**src/rtl/fetch_pkg.sv**
```systemverilog
// Shared types and constants for the instruction-fetch stage.
package fetch_pkg;

  typedef enum logic [1:0] {
    FETCH = 2'd0,
    HOLD  = 2'd1,
    DROP  = 2'd2
  } fetch_state_e;

  localparam logic [31:0]  NOP    = 32'h0000_0000;
  localparam int unsigned  PC_INC = 4;

endpackage

```
**src/rtl/if_id_reg.sv**
```systemverilog
// IF/ID pipeline register: flush beats hold, hold beats load, idle inserts a bubble.
module if_id_reg
  import fetch_pkg::*;
#(
  parameter int unsigned ADDR_W  = 32,
  parameter int unsigned INSTR_W = 32
) (
  input  logic               clk,
  input  logic               rst_n,
  input  logic               flush_i,
  input  logic               hold_i,
  input  logic               load_i,
  input  logic [ADDR_W-1:0]  pc_i,
  input  logic [ADDR_W-1:0]  pc4_i,
  input  logic [INSTR_W-1:0] instr_i,
  output logic               valid_o,
  output logic [ADDR_W-1:0]  pc_o,
  output logic [ADDR_W-1:0]  pc4_o,
  output logic [INSTR_W-1:0] instr_o
);

  // Register update; pc/pc4 are left alone on flush/bubble since valid qualifies them.
  always_ff @(posedge clk or negedge rst_n) begin
    if (!rst_n) begin
      valid_o <= 1'b0;
      pc_o    <= '0;
      pc4_o   <= '0;
      instr_o <= INSTR_W'(NOP);
    end else if (flush_i) begin
      valid_o <= 1'b0;
      instr_o <= INSTR_W'(NOP);
    end else if (hold_i) begin
      valid_o <= valid_o;
    end else if (load_i) begin
      valid_o <= 1'b1;
      pc_o    <= pc_i;
      pc4_o   <= pc4_i;
      instr_o <= instr_i;
    end else begin
      valid_o <= 1'b0;
      instr_o <= INSTR_W'(NOP);
    end
  end

endmodule

```
**src/rtl/fetch_stage_ctrl.sv**
```systemverilog
// Instruction-fetch stage: PC, imem request, skid buffer and IF/ID control.
module fetch_stage_ctrl
  import fetch_pkg::*;
#(
  parameter int unsigned      ADDR_W   = 32,
  parameter int unsigned      INSTR_W  = 32,
  parameter logic [ADDR_W-1:0] RESET_PC = '0
) (
  input  logic               clk,
  input  logic               rst_n,
  input  logic               pc_hold,
  input  logic               if_id_hold,
  input  logic               redirect_valid,
  input  logic [ADDR_W-1:0]  redirect_pc,
  output logic               imem_req,
  output logic [ADDR_W-1:0]  imem_addr,
  input  logic               imem_rdy,
  input  logic [INSTR_W-1:0] imem_rdata,
  output logic               if_id_valid,
  output logic [ADDR_W-1:0]  if_id_pc,
  output logic [ADDR_W-1:0]  if_id_pc4,
  output logic [INSTR_W-1:0] if_id_instr,
  output logic               fetch_stall
);

  fetch_state_e       state_q, state_d;
  logic [ADDR_W-1:0]  pc_q, pc_d;
  logic [ADDR_W-1:0]  pend_q, pend_d;
  logic [INSTR_W-1:0] skid_q, skid_d;
  logic               req_q, req_d;
  logic               stall_q, stall_d;

  logic               stall;
  logic               rdy;
  logic [ADDR_W-1:0]  redir_pc;
  logic [ADDR_W-1:0]  pc_inc;
  logic               ifid_load;
  logic               ifid_hold;
  logic               ifid_flush;
  logic [INSTR_W-1:0] ifid_instr;

  assign stall    = pc_hold | if_id_hold;
  // A response only counts while a request is actually being presented.
  assign rdy      = imem_rdy & req_q;
  assign redir_pc = redirect_pc & ~ADDR_W'(3);
  assign pc_inc   = pc_q + ADDR_W'(PC_INC);

  // Next-state, PC, skid and IF/ID control decode.
  always_comb begin
    state_d    = state_q;
    pc_d       = pc_q;
    pend_d     = pend_q;
    skid_d     = skid_q;
    ifid_load  = 1'b0;
    ifid_hold  = if_id_hold;
    ifid_flush = redirect_valid;
    ifid_instr = imem_rdata;
    case (state_q)
      FETCH: begin
        if (redirect_valid) begin
          if (rdy) begin
            pc_d = redir_pc;
          end else begin
            pend_d  = redir_pc;
            state_d = DROP;
          end
        end else if (rdy) begin
          if (stall) begin
            skid_d  = imem_rdata;
            state_d = HOLD;
          end else begin
            ifid_load = 1'b1;
            pc_d      = pc_inc;
          end
        end
      end
      HOLD: begin
        ifid_hold  = stall;
        ifid_instr = skid_q;
        if (redirect_valid) begin
          pc_d    = redir_pc;
          state_d = FETCH;
        end else if (!stall) begin
          ifid_load = 1'b1;
          pc_d      = pc_inc;
          state_d   = FETCH;
        end
      end
      DROP: begin
        if (redirect_valid) begin
          pend_d = redir_pc;
        end
        if (rdy) begin
          pc_d    = redirect_valid ? redir_pc : pend_q;
          state_d = FETCH;
        end
      end
      default: begin
        state_d = FETCH;
      end
    endcase
    req_d   = (state_d != HOLD);
    stall_d = ~ifid_load;
  end

  // State and registered request/stall outputs.
  always_ff @(posedge clk or negedge rst_n) begin
    if (!rst_n) begin
      state_q <= FETCH;
      pc_q    <= RESET_PC;
      pend_q  <= RESET_PC;
      skid_q  <= INSTR_W'(NOP);
      req_q   <= 1'b0;
      stall_q <= 1'b1;
    end else begin
      state_q <= state_d;
      pc_q    <= pc_d;
      pend_q  <= pend_d;
      skid_q  <= skid_d;
      req_q   <= req_d;
      stall_q <= stall_d;
    end
  end

  assign imem_req    = req_q;
  assign imem_addr   = pc_q;
  assign fetch_stall = stall_q;

  if_id_reg #(
    .ADDR_W  (ADDR_W),
    .INSTR_W (INSTR_W)
  ) u_if_id (
    .clk     (clk),
    .rst_n   (rst_n),
    .flush_i (ifid_flush),
    .hold_i  (ifid_hold),
    .load_i  (ifid_load),
    .pc_i    (pc_q),
    .pc4_i   (pc_inc),
    .instr_i (ifid_instr),
    .valid_o (if_id_valid),
    .pc_o    (if_id_pc),
    .pc4_o   (if_id_pc4),
    .instr_o (if_id_instr)
  );

endmodule

```
**config.mk**
```make
export PLATFORM = sky130hd
export DESIGN_NAME = fetch_stage_ctrl
export DESIGN_NICKNAME = d
export VERILOG_FILES = /design/src/rtl/fetch_pkg.sv /design/src/rtl/if_id_reg.sv /design/src/rtl/fetch_stage_ctrl.sv
export SDC_FILE = /design/constraint.sdc
export NUM_CORES = 1
export LEC_CHECK = 0
export ABC_AREA = 1
export CORE_MARGIN = 2
export CORE_UTILIZATION = 55
export DETAILED_ROUTE_END_ITERATION = 7
export PLACE_DENSITY = 0.83
export SYNTH_ARGS = -nofsm -noshare
export SYNTH_HDL_FRONTEND = slang
export SYNTH_SLANG_ARGS = --single-unit
```
**constraint.sdc**
```tcl
create_clock -name clk -period 2.74 [get_ports clk]
set_clock_uncertainty 0.1 [all_clocks]
set_input_delay 0.685 -clock clk [delete_from_list [all_inputs] [get_ports clk]]
set_output_delay 0.685 -clock clk [all_outputs]
set_load 0.02 [all_outputs]
```
==> impl_results.md <==
* Drt drc at 0
* Startpoint Class: flop
* CP Capture Type: output pin
* Post-synth ARST share at 1.00
* Setup TNS at 0 ps
* CP max stage delay at ~700 ps
* Post-Syn Instances at 1,131
* Buf/Inv on CP at 1
* Most common cell in the netlist: nand2_1
* Synth Net Count at around 1,200
* Htree depth at 4
* Synthesized cell area at between 9000 and 10,000 um2
* Clk_lat worst skew at 440 ps
* Kind of cell adding the most delay to the critical path: buffers and inverters
* Post-CTS sizing at 0
* R2r endpoint: imem_addr[18]$_DFFE_PN0P_
* Largest net degree at the start of global routing at between 100 and 150
* Total GRT Usage at 0.298
* FMAX at about 0.41 GHz
* Max_cap viols at 0
* Outcome: finished, final reports clean
* Worst Max-Slew Pin Slew at about 570 ps
* Initial antenna violation count at 0
* Ant. Diodes at 0
* CTS buffer count at 17
* Pint at between 6 and 7 mW
* Reg clk slew, reported paths at about 70 ps
* First-pass GRT wire length at 41,100 um
* Layout Area Growth over Synthesis at 31.2%
* Ys flop type: dfrtp_1
* Top-area cell type share of the netlist area at 0.538
* Layout cell share with drive strength beyond 1 at 0.0499
* Power Density at between 900 and 1000 nW/um2
* Port bufs at ~200
* Fin crit share at 0.894
* Max VDD drop at 0.541 mV
* Final WL at about 25,000 um
* Remaining global-route overflow at 0
* Hold buffer count at CTS at 0
* Starting Density at 0.566
* Largest cells by area after synthesis: dfrtp_1 54%, nand2_1 16%, o21ai_0 7.6%
* Antenna Violating Nets Remaining at 0
* Tot Pwr at 11.4 mW
* Die height at roughly 130 um
* YS warnings at 0
* Core region area at around 16,000 um2
* Wire length per cell at around 17 um
* CP max FO at 7
* Synth area leader: dfrtp_1
* Reg-to-Reg Start: imem_addr[3]$_DFFE_PN0P_
* CP max stage cell: clkdlybuf4s50_1
* CTS tree: done
* Worst Path Required at approximately 2000 ps
* Flop2flop setup slack at roughly 530 ps
* Sequential Power Share at 0.397
* Worst setup path class: flop to output pin
* DR pass1 iterations at 5
* Post-DP HPWL at approximately 18,000 um
* Worst r2r path cells at 10
* Sw Ratio at 0.392
* Max-slew violations at 0
* Tmin final at ~2500 ps
* Unrepaired setup endpoints after global routing: no
* GPL Wtd Cong at roughly 0.95
* Critical Path AT at ~1700 ps
* DRT iter0 DRCs at about 800
* Via count at slightly above 8,000
* CP cell instances: clkdlybuf4s50_1
* Relative slew slack at 0.618
* Die width at about 130 um
* Die area at between 15,000 and 20,000 um2
* Post-synth EDFFs at 0
* Min-Delay Path Class: primary input to asynchronous set/reset pin
* Vias per std cell at around 5.4
* Max Root-Sink Buffers at 2
* Part of the power in combinational logic at 0.390
* Clock sink count at 195
* Syn_area_per_cell at between 7 and 8 um2
* Synth cell types at 34
* Row count at between 40 and 50
* Commonest cells post-synth: 391 x nand2_1, 194 x dfrtp_1, 137 x o21ai_0
* Clock root cell: clkbuf_16
* IO Pins at roughly 200
* Switch Pwr at roughly 4.5 mW
* P_leak at 5.74 nW
* Vias in the first global route at about 7,900
* Postcts setup bufs at 0
* Hold Vio Cnt, Final at 0
* FILL cells at ~1,200
* Final nets at approximately 1,400
* Seq/Total Area, Yosys at 0.541
* Final setup viols at 0
* Number of synthesized register bits at 195
* Clock power frac at 0.213
==> state kept, by name, indices dropped and copies added (netlist names), 2 cells and up <==
register         cells
state_q              2
u_if_id.pc4_o       30
skid_q              32
u_if_id.instr_o     32
pend_q              32
imem_addr           32
u_if_id.pc_o        32
==> how the worst max path moves through the flow <==
stage	start	to	cells after the start
CTS	imem_addr[17]$_DFFE_PN0P_	imem_addr[17]	1
finish	imem_addr[18]$_DFFE_PN0P_	imem_addr[18]	1
global placement	if_id_hold	imem_addr[19]$_DFFE_PN0P_	8
global route	imem_addr[17]$_DFFE_PN0P_	imem_addr[17]	1
floorplan	if_id_hold	u_if_id.pc_o[10]$_DFFE_PN0P_	8
detailed placement	if_id_hold	imem_addr[19]$_DFFE_PN0P_	8
==> area by class of cell <==
type	instances	area, um2	share of cell area
multi-input combinational	747	3410	0.288
sequential	195	4880	0.412
clock buffer	19	443	0.0374
inverter	127	478	0.0404
tap	216	270	0.0228
clock inverter	13	130	0.0110
timing repair buffer	221	2230	0.188
==> cell families after synthesis <==
logic type	Yosys count	share of synthesized area
flops	195	0.541
xor+xnor	21	0.0204
compound gates	240	0.147
buf+inv	189	0.0820
simple gates	485	0.208
fa+ha+maj	1	0.00139
==> stage by stage <==
step | area, um2 | cells | hold WS (ps) | utilization | setup slack, ps
after floorplan | 9020 | 1131 | 289 | - | 653
final | 11800 | 1538 | 130 | 0.742 | 290
after global placement | 11300 | 1506 | 353 | 0.706 | 150
after global routing | 11800 | 1538 | 172 | 0.742 | 272
after CTS | 11800 | 1538 | 141 | 0.742 | 298
after detailed placement | 11300 | 1506 | 358 | 0.706 | 130
==> cells in the final DEF (no fill, tap or decap), types with 20 or more instances in the layout <==
cell	Yosys	final
nand2_1	391	390
clkdlybuf4s50_1	0	196
dfrtp_1	194	194
o21ai_0	137	137
inv_1	123	123
nor2_1	67	67
a21oi_1	33	33
o22ai_1	32	32
xor2_1	20	20
==> per-layer routing <==
layer  track usage  share of wire
met1         0.427           0.43
met2         0.461           0.46
met3        0.0504          0.076
met4         0.109          0.030
met5             0              0
==> power by group through the flow <==
stage / Sequential [mW] / Clock (mW) / Combinational [mW]
global route: 4.62 / 2.55 / 4.80
finish: 4.52 / 2.42 / 4.43
detailed placement: 4.53 / 0 / 4.40
CTS: 4.49 / 2.43 / 4.42
global placement: 4.50 / 0 / 4.29
floorplan: 5.12 / 0 / 1.56
==> worst register-to-register path, delay by kind of cell (launching register included) <==
kind | cells | cell delay [ps]
and+or+nand+nor | 7 | 950
DFF | 1 | 460
xor gates and xnor gates | 1 | 300
adders and majority gates | 1 | 220
AOI/OAI and AO/OA | 1 | 130
Power figures use the tool's default switching activity.
